**src/rtl/cpu_pkg.sv**
```systemverilog
// Shared CPU definitions: opcode constants, instruction field positions,
// fetch FSM state encoding and the legal-opcode predicate.
package cpu_pkg;

  localparam logic [5:0] OP_ADD      = 6'd0;
  localparam logic [5:0] OP_SUB      = 6'd1;
  localparam logic [5:0] OP_MUL      = 6'd2;
  localparam logic [5:0] OP_AND      = 6'd3;
  localparam logic [5:0] OP_OR       = 6'd4;
  localparam logic [5:0] OP_ADDI     = 6'd5;
  localparam logic [5:0] OP_LBD      = 6'd10;
  localparam logic [5:0] OP_LDW      = 6'd11;
  localparam logic [5:0] OP_STB      = 6'd12;
  localparam logic [5:0] OP_STW      = 6'd13;
  localparam logic [5:0] OP_MOV      = 6'd14;
  localparam logic [5:0] OP_BEQ      = 6'd20;
  localparam logic [5:0] OP_JUMP     = 6'd21;
  localparam logic [5:0] OP_TLBWRITE = 6'd30;
  localparam logic [5:0] OP_IRET     = 6'd31;

  localparam int OP_MSB  = 31;
  localparam int OP_LSB  = 26;
  localparam int RS_MSB  = 25;
  localparam int RS_LSB  = 21;
  localparam int RT_MSB  = 20;
  localparam int RT_LSB  = 16;
  localparam int RD_MSB  = 15;
  localparam int RD_LSB  = 11;
  localparam int IMM_MSB = 15;
  localparam int IMM_LSB = 0;

  typedef enum logic [1:0] {
    S_REQ  = 2'd0,
    S_WAIT = 2'd1,
    S_HOLD = 2'd2
  } fetch_state_e;

  function automatic logic is_legal_op(input logic [5:0] op);
    case (op)
      OP_ADD, OP_SUB, OP_MUL, OP_AND, OP_OR, OP_ADDI,
      OP_LBD, OP_LDW, OP_STB, OP_STW, OP_MOV,
      OP_BEQ, OP_JUMP, OP_TLBWRITE, OP_IRET: is_legal_op = 1'b1;
      default:                               is_legal_op = 1'b0;
    endcase
  endfunction

endpackage

```
**src/rtl/instr_fetch_if.sv**
```systemverilog
// Instruction-memory request/response bus. The fetch stage is the master,
// the memory is the slave.
interface instr_fetch_if #(
  parameter int ADDR_W  = 32,
  parameter int INSTR_W = 32
);
  logic               req;
  logic [ADDR_W-1:0]  addr;
  logic               gnt;
  logic               rvalid;
  logic [INSTR_W-1:0] rdata;

  modport master (output req, output addr, input gnt, input rvalid, input rdata);
  modport slave  (input req, input addr, output gnt, output rvalid, output rdata);
endinterface

```
**src/rtl/instr_split.sv**
```systemverilog
// Combinational instruction field slicer plus illegal-opcode flag,
// reusable by later decode stages.
module instr_split
  import cpu_pkg::*;
(
  input  logic [31:0] instr_i,
  input  logic        valid_i,
  output logic [5:0]  op_o,
  output logic [4:0]  rs_o,
  output logic [4:0]  rt_o,
  output logic [4:0]  rd_o,
  output logic [15:0] imm_o,
  output logic        illegal_op_o
);

  assign op_o         = instr_i[OP_MSB:OP_LSB];
  assign rs_o         = instr_i[RS_MSB:RS_LSB];
  assign rt_o         = instr_i[RT_MSB:RT_LSB];
  assign rd_o         = instr_i[RD_MSB:RD_LSB];
  assign imm_o        = instr_i[IMM_MSB:IMM_LSB];
  assign illegal_op_o = valid_i & ~is_legal_op(instr_i[OP_MSB:OP_LSB]);

endmodule

```
**src/rtl/instr_fetch.sv**
```systemverilog
// Fetch stage: holds the PC, issues one outstanding imem read at a time and
// presents the registered instruction. Optional counters under FETCH_PERF_CNT_EN.
module instr_fetch
  import cpu_pkg::*;
#(
  parameter int                ADDR_W   = 32,
  parameter logic [ADDR_W-1:0] RESET_PC = {ADDR_W{1'b0}},
  parameter int                INSTR_W  = 32
) (
  input  logic               clk,
  input  logic               rst,
  instr_fetch_if.master      imem,
  input  logic               stall,
  input  logic               redirect,
  input  logic [ADDR_W-1:0]  redirect_pc,
  output logic               instr_valid,
  output logic [INSTR_W-1:0] instr,
  output logic [5:0]         op,
  output logic [4:0]         rs,
  output logic [4:0]         rt,
  output logic [4:0]         rd,
  output logic [15:0]        imm,
  output logic [ADDR_W-1:0]  pc_out,
  output logic               illegal_op
`ifdef FETCH_PERF_CNT_EN
  ,
  output logic [31:0]        fetch_cnt,
  output logic [31:0]        stall_cnt
`endif
);

  fetch_state_e       state_q, state_d;
  logic [ADDR_W-1:0]  pc_q, pc_d;
  logic [ADDR_W-1:0]  req_pc_q, req_pc_d;
  logic               discard_q, discard_d;
  logic [INSTR_W-1:0] instr_q, instr_d;
  logic [ADDR_W-1:0]  pc_out_q, pc_out_d;
  logic               valid_q, valid_d;
  logic [ADDR_W-1:0]  redir_tgt_s;
  logic               fetch_ok_s;

  assign redir_tgt_s = redirect_pc & {{(ADDR_W-2){1'b1}}, 2'b00};
  assign fetch_ok_s  = (state_q == S_WAIT) & imem.rvalid & ~discard_q & ~redirect;

  // Request is gated while in reset so the bus is quiet until the FSM runs.
  assign imem.req  = (state_q == S_REQ) & ~rst;
  assign imem.addr = pc_q;

  // Next-state and datapath update logic
  always_comb begin
    state_d   = state_q;
    pc_d      = pc_q;
    req_pc_d  = req_pc_q;
    discard_d = discard_q;
    instr_d   = instr_q;
    pc_out_d  = pc_out_q;
    valid_d   = valid_q;
    case (state_q)
      S_REQ: begin
        if (redirect) begin
          pc_d    = redir_tgt_s;
          valid_d = 1'b0;
          if (imem.gnt) begin
            discard_d = 1'b1;
            state_d   = S_WAIT;
          end else begin
            state_d   = S_REQ;
          end
        end else if (imem.gnt) begin
          req_pc_d = pc_q;
          pc_d     = pc_q + ADDR_W'(3'd4);
          state_d  = S_WAIT;
        end else begin
          state_d  = S_REQ;
        end
      end
      S_WAIT: begin
        if (redirect) begin
          pc_d    = redir_tgt_s;
          valid_d = 1'b0;
          // A response arriving with the redirect is simply dropped here.
          if (imem.rvalid) begin
            discard_d = 1'b0;
            state_d   = S_REQ;
          end else begin
            discard_d = 1'b1;
            state_d   = S_WAIT;
          end
        end else if (imem.rvalid) begin
          if (discard_q) begin
            discard_d = 1'b0;
            state_d   = S_REQ;
          end else begin
            instr_d  = imem.rdata;
            pc_out_d = req_pc_q;
            valid_d  = 1'b1;
            state_d  = S_HOLD;
          end
        end else begin
          state_d = S_WAIT;
        end
      end
      S_HOLD: begin
        if (redirect) begin
          pc_d    = redir_tgt_s;
          valid_d = 1'b0;
          state_d = S_REQ;
        end else if (!stall) begin
          valid_d = 1'b0;
          state_d = S_REQ;
        end else begin
          state_d = S_HOLD;
        end
      end
      default: begin
        valid_d   = 1'b0;
        discard_d = 1'b0;
        state_d   = S_REQ;
      end
    endcase
  end

  // State and datapath registers
  always_ff @(posedge clk or posedge rst) begin
    if (rst) begin
      state_q   <= S_REQ;
      pc_q      <= RESET_PC;
      req_pc_q  <= {ADDR_W{1'b0}};
      discard_q <= 1'b0;
      instr_q   <= {INSTR_W{1'b0}};
      pc_out_q  <= {ADDR_W{1'b0}};
      valid_q   <= 1'b0;
    end else begin
      state_q   <= state_d;
      pc_q      <= pc_d;
      req_pc_q  <= req_pc_d;
      discard_q <= discard_d;
      instr_q   <= instr_d;
      pc_out_q  <= pc_out_d;
      valid_q   <= valid_d;
    end
  end

  assign instr_valid = valid_q;
  assign instr       = instr_q;
  assign pc_out      = pc_out_q;

  instr_split u_split (
    .instr_i      (instr_q[31:0]),
    .valid_i      (valid_q),
    .op_o         (op),
    .rs_o         (rs),
    .rt_o         (rt),
    .rd_o         (rd),
    .imm_o        (imm),
    .illegal_op_o (illegal_op)
  );

`ifdef FETCH_PERF_CNT_EN
  logic [31:0] fetch_cnt_q, stall_cnt_q;

  // Performance counters: accepted fetches and stalled hold cycles
  always_ff @(posedge clk or posedge rst) begin
    if (rst) begin
      fetch_cnt_q <= 32'd0;
      stall_cnt_q <= 32'd0;
    end else begin
      if (fetch_ok_s) begin
        fetch_cnt_q <= fetch_cnt_q + 32'd1;
      end
      if ((state_q == S_HOLD) && stall) begin
        stall_cnt_q <= stall_cnt_q + 32'd1;
      end
    end
  end

  assign fetch_cnt = fetch_cnt_q;
  assign stall_cnt = stall_cnt_q;
`else
  logic unused_fetch_ok_s;
  assign unused_fetch_ok_s = fetch_ok_s;
`endif

endmodule

```
**src/flat_wrapper.sv**
```systemverilog
// flat-port wrapper written by rule: the top's interface ports become plain ports
module instr_fetch_flat import cpu_pkg::*;
#(
  parameter int                ADDR_W   = 32,
  parameter logic [ADDR_W-1:0] RESET_PC = {ADDR_W{1'b0}},
  parameter int                INSTR_W  = 32
)
  (clk, rst, stall, redirect, redirect_pc, instr_valid, instr, op, rs, rt, rd, imm, pc_out, illegal_op, imem_req, imem_addr, imem_gnt, imem_rvalid, imem_rdata);
  instr_fetch_if #(.ADDR_W(ADDR_W), .INSTR_W(INSTR_W)) imem_i ();
  input  logic clk;
  input  logic rst;
  input  logic stall;
  input  logic redirect;
  input  logic [ADDR_W-1:0] redirect_pc;
  output logic instr_valid;
  output logic [INSTR_W-1:0] instr;
  output logic [5:0] op;
  output logic [4:0] rs;
  output logic [4:0] rt;
  output logic [4:0] rd;
  output logic [15:0] imm;
  output logic [ADDR_W-1:0] pc_out;
  output logic illegal_op;
  output wire logic [$bits(imem_i.req)-1:0] imem_req;
  output wire logic [$bits(imem_i.addr)-1:0] imem_addr;
  input wire logic [$bits(imem_i.gnt)-1:0] imem_gnt;
  input wire logic [$bits(imem_i.rvalid)-1:0] imem_rvalid;
  input wire logic [$bits(imem_i.rdata)-1:0] imem_rdata;
  assign imem_req = imem_i.req;
  assign imem_addr = imem_i.addr;
  assign imem_i.gnt = imem_gnt;
  assign imem_i.rvalid = imem_rvalid;
  assign imem_i.rdata = imem_rdata;
  instr_fetch #(.ADDR_W(ADDR_W), .RESET_PC(RESET_PC), .INSTR_W(INSTR_W)) u_core (.clk(clk), .rst(rst), .imem(imem_i), .stall(stall), .redirect(redirect), .redirect_pc(redirect_pc), .instr_valid(instr_valid), .instr(instr), .op(op), .rs(rs), .rt(rt), .rd(rd), .imm(imm), .pc_out(pc_out), .illegal_op(illegal_op));
endmodule
```
**config.mk**
```make
export PLATFORM = sky130hd
export DESIGN_NAME = instr_fetch_flat
export DESIGN_NICKNAME = d
export VERILOG_FILES = /design/src/rtl/cpu_pkg.sv /design/src/rtl/instr_fetch_if.sv /design/src/rtl/instr_split.sv /design/src/rtl/instr_fetch.sv /design/src/flat_wrapper.sv
export SDC_FILE = /design/constraint.sdc
export NUM_CORES = 1
export LEC_CHECK = 0
export CAP_MARGIN = 15
export CELL_PAD_IN_SITES_DETAIL_PLACEMENT = 1
export CELL_PAD_IN_SITES_GLOBAL_PLACEMENT = 2
export CORE_ASPECT_RATIO = 1.4
export CORE_MARGIN = 10
export CORE_UTILIZATION = 30
export CTS_BUF_LIST = sky130_fd_sc_hd__clkbuf_8
export CTS_CLUSTER_DIAMETER = 60
export DETAILED_ROUTE_END_ITERATION = 8
export PLACE_DENSITY = 0.93
export SYNTH_ARGS = -nofsm -noshare
export SYNTH_HDL_FRONTEND = slang
export SYNTH_SLANG_ARGS = --single-unit
export TNS_END_PERCENT = 5
```
**constraint.sdc**
```tcl
create_clock -name clk -period 5.8 [get_ports clk]
set_input_delay 0.58 -clock clk [delete_from_list [all_inputs] [get_ports clk]]
set_output_delay 0.58 -clock clk [all_outputs]
set_load 0.03 [all_outputs]
```
==> run summary <==
outcome: finished, final reports clean
Slew @ Worst Pin: 1.079 ns
critical path depth in cells: 4
fillers: 2137
mapped cell area: 6117 sq um
final setup fails: 0
worst hold path class: flip-flop to flip-flop
clock sink count: 126
clock-pin transition on the worst setup and hold timing paths: 0.08 ns
normalized max-slew margin: 28.03%
TritonCTS clock tree: done
Fin Clk Skew: 0.01544 ns
share of cells above drive strength 1: 20.58%
post-synthesis register bit count: 126
post-route minimum period: 2.706 ns
Synth Instances: 522
Multi-input gate area: 2489 sq um
WHS Path Cells: 2
Initial Util: 30.59%
Buf/Inv on CP: 1
pre-CTS setup slack: 2.758 ns
Final GP Congestion: 0.7766
area added between synthesis and finish: 38.23%
Max Fclk: 369.6 MHz
antenna diode count: 0
Skew-Pair Late Insertion Delay: 0.44 ns
largest net degree at the start of global routing: 79
Area contributors post-synth: dfrtp_1 (52%), mux2_2 (16%), buf_4 (5.3%)
Worst R2R Start: u_core.state_q[0]$_DFF_PP0_
Worst Setup End Kind: primary output
Pwr Density: 635.8 nW/um^2
Worst Reg-to-Reg Cells: 6
maximum clock path buffer count: 2
Crit path arrival time: 2.13 ns
Most used DFF post-synth: dfrtp_1
sequential share of the synthesized area: 51.54%
Final ANT Viol Nets: 0
syn avg cell area: 11.72 sq um
die height: 189.0 um
gr usage total: 14.74%
P_leak: 3.317 nW
Hold Vio Cnt, Final: 0
drt drc: 0
Hold EP: u_core.req_pc_q[18]$_DFFE_PP0P_
total of warnings raised by yosys: 0
cts repair resizes: 0
hold-fix buffers at CTS: 0
Final Worst Setup Slack: 3.094 ns
first-pass GRT wire length: 31400 um
Top Ports: 206
post-CTS setup buffers: 0
Max FO, Critical Path: 6
cell with the most instances after synthesis: dfrtp_1
DIE AREA: 26580 sq um
launch point of the worst path: u_core.instr[30]$_DFFE_PP0P_
Area after DPL: 8036 sq um
Wirelength per Cell: 21.16 um
cts bufs inserted: 17
flop2flop setup slack: 3.32 ns
initial drt markers: 200
RSZ-0062 raised after global routing: false
Synth top area share: 51.54%
Worst R2R End: u_core.imem.addr[10]$_DFFE_PP0P_
crit share post-route: 46.65%
First-pass DRT Iterations: 4
core area: 20000 sq um
post-synthesis cell type count: 57
Reg area: 3153 sq um
fin area: 8456 sq um
CP delay by family, top: buffers and inverters
Root Buffer: clkbuf_8
CP peak stage delay: 0.73 ns
CP Class: flip-flop to primary output
Post-synth EDFFs: 0
via count: 4784
final hold slack: 0.4881 ns
final layout net count: 747
CP startpoint kind: flip-flop
vias per cell: 5.106
Req. time, crit path: 5.22 ns
crit-path cells: o21ai_0 -> nand3_1 -> a31oi_1 -> clkdlybuf4s50_1
slowest library cell on the worst path: clkdlybuf4s50_1
VDD IR-drop max: 0.2500 mV
HP Start: u_core.req_pc_q[18]$_DFFE_PP0P_
vias in the first global route: 5382
max cap viols: 0
setup tns final: 0 ns
initial antenna violation count: 0
Finished Core Util: 42.29%
die width: 140.7 um
top cells by count, synth: dfrtp_1 (126), mux2_2 (88), buf_4 (43)
Yosys top cell by area: dfrtp_1
WL final: 19830 um
Port Buffers: 199
remaining global-route overflow: 0
asr flop ratio synth: 100.0%
H-tree depth: 4
Final HPWL DP: 14700 um
pins over their slew limit: 0
Row Count: 61
-- flip-flops by register name, indices dropped and copies added, names as in the netlist --
| name | count |
|---|---|
| u_core.instr | 32 |
| u_core.imem.addr | 30 |
| u_core.req_pc_q | 30 |
| u_core.discard_q | 1 |
| u_core.state_q | 2 |
| u_core.pc_out | 30 |
| u_core.instr_valid | 1 |
-- per-stage QoR --
stage / total power (W) / instances
after floorplan: 0.003505 / 525
after global routing: 0.005697 / 937
after global placement: 0.004506 / 905
after CTS: 0.005461 / 937
final: 0.005376 / 937
after detailed placement: 0.004622 / 905
-- cells in the final DEF, fill, tap and decap left out, types with 3 or more instances in the layout --
master           instances
a211oi_1                 7
a21oi_1                 23
a311oi_1                 7
a31oi_1                  5
a32oi_1                  6
and3_1                   4
and4_1                   9
buf_4                    6
bufinv_16                3
clkbuf_8                17
clkdlybuf4s50_1        199
clkinv_4                 4
conb_1                   4
dfrtp_1                126
ha_1                     5
inv_1                    9
inv_6                    5
mux2_2                  88
nand2_1                 22
nand3_1                  9
nand4_1                 14
nor2_1                  22
nor2b_1                  3
nor3_1                   8
nor4_1                   3
o211ai_1                 3
o21ai_0                 13
o22ai_1                  4
o31ai_1                  3
o32ai_1                  8
or3_1                    3
-- how the worst max path moves through the flow --
stage                                                  to  slack (ns)
final                                          illegal_op        3.09
after global routing                             imem_req        3.01
after CTS                                      illegal_op        3.04
after floorplan              u_core.discard_q$_DFFE_PP0P_        1.86
after detailed placement  u_core.req_pc_q[19]$_DFFE_PP0P_        2.76
after global placement     u_core.req_pc_q[5]$_DFFE_PP0P_        2.78
-- report_power, final --
part	internal (W)	leakage, nW	switching (W)
combinational	0.00122	1.62	0.00161
sequential	0.00130	1.49	0.000422
clock	0.000431	0.207	0.000389
-- cell families after synthesis --
group	synth area share, %
flops	51.54
fa+ha+maj	1.023
mux	16.36
other cells	0.06130
compound gates	10.96
buf+inv	8.284
simple gates	11.76
-- tightest hold or removal path, stage by stage, from the launching register on --
cell	delay (ns)
dfrtp_1	0.34
nand2_1	0.05
o21ai_0	0.06
-- layer usage --
| metal | wire (um) | up-vias | global-route usage, % | part of all wire [%] |
|---|---|---|---|---|
| met5 | 0 | - | 0 | 0 |
| li1 | - | 2188 | - | - |
| met4 | 371 | 0 | 4.896 | 1.9 |
| met3 | 1245 | 25 | 4.558 | 6.3 |
| met2 | 10500 | 161 | 26.30 | 53 |
| met1 | 7712 | 2410 | 16.10 | 39 |
-- final cells by class --
type	instances	share of cell area (%)
clock buffers	17	2.767
flip-flops and latches	126	37.29
inverters	10	0.5031
multi-input cells	312	29.43
repair buffers	205	24.09
clock inverters	15	2.190
well taps	252	3.729
(Power assumes the default switching activity.)
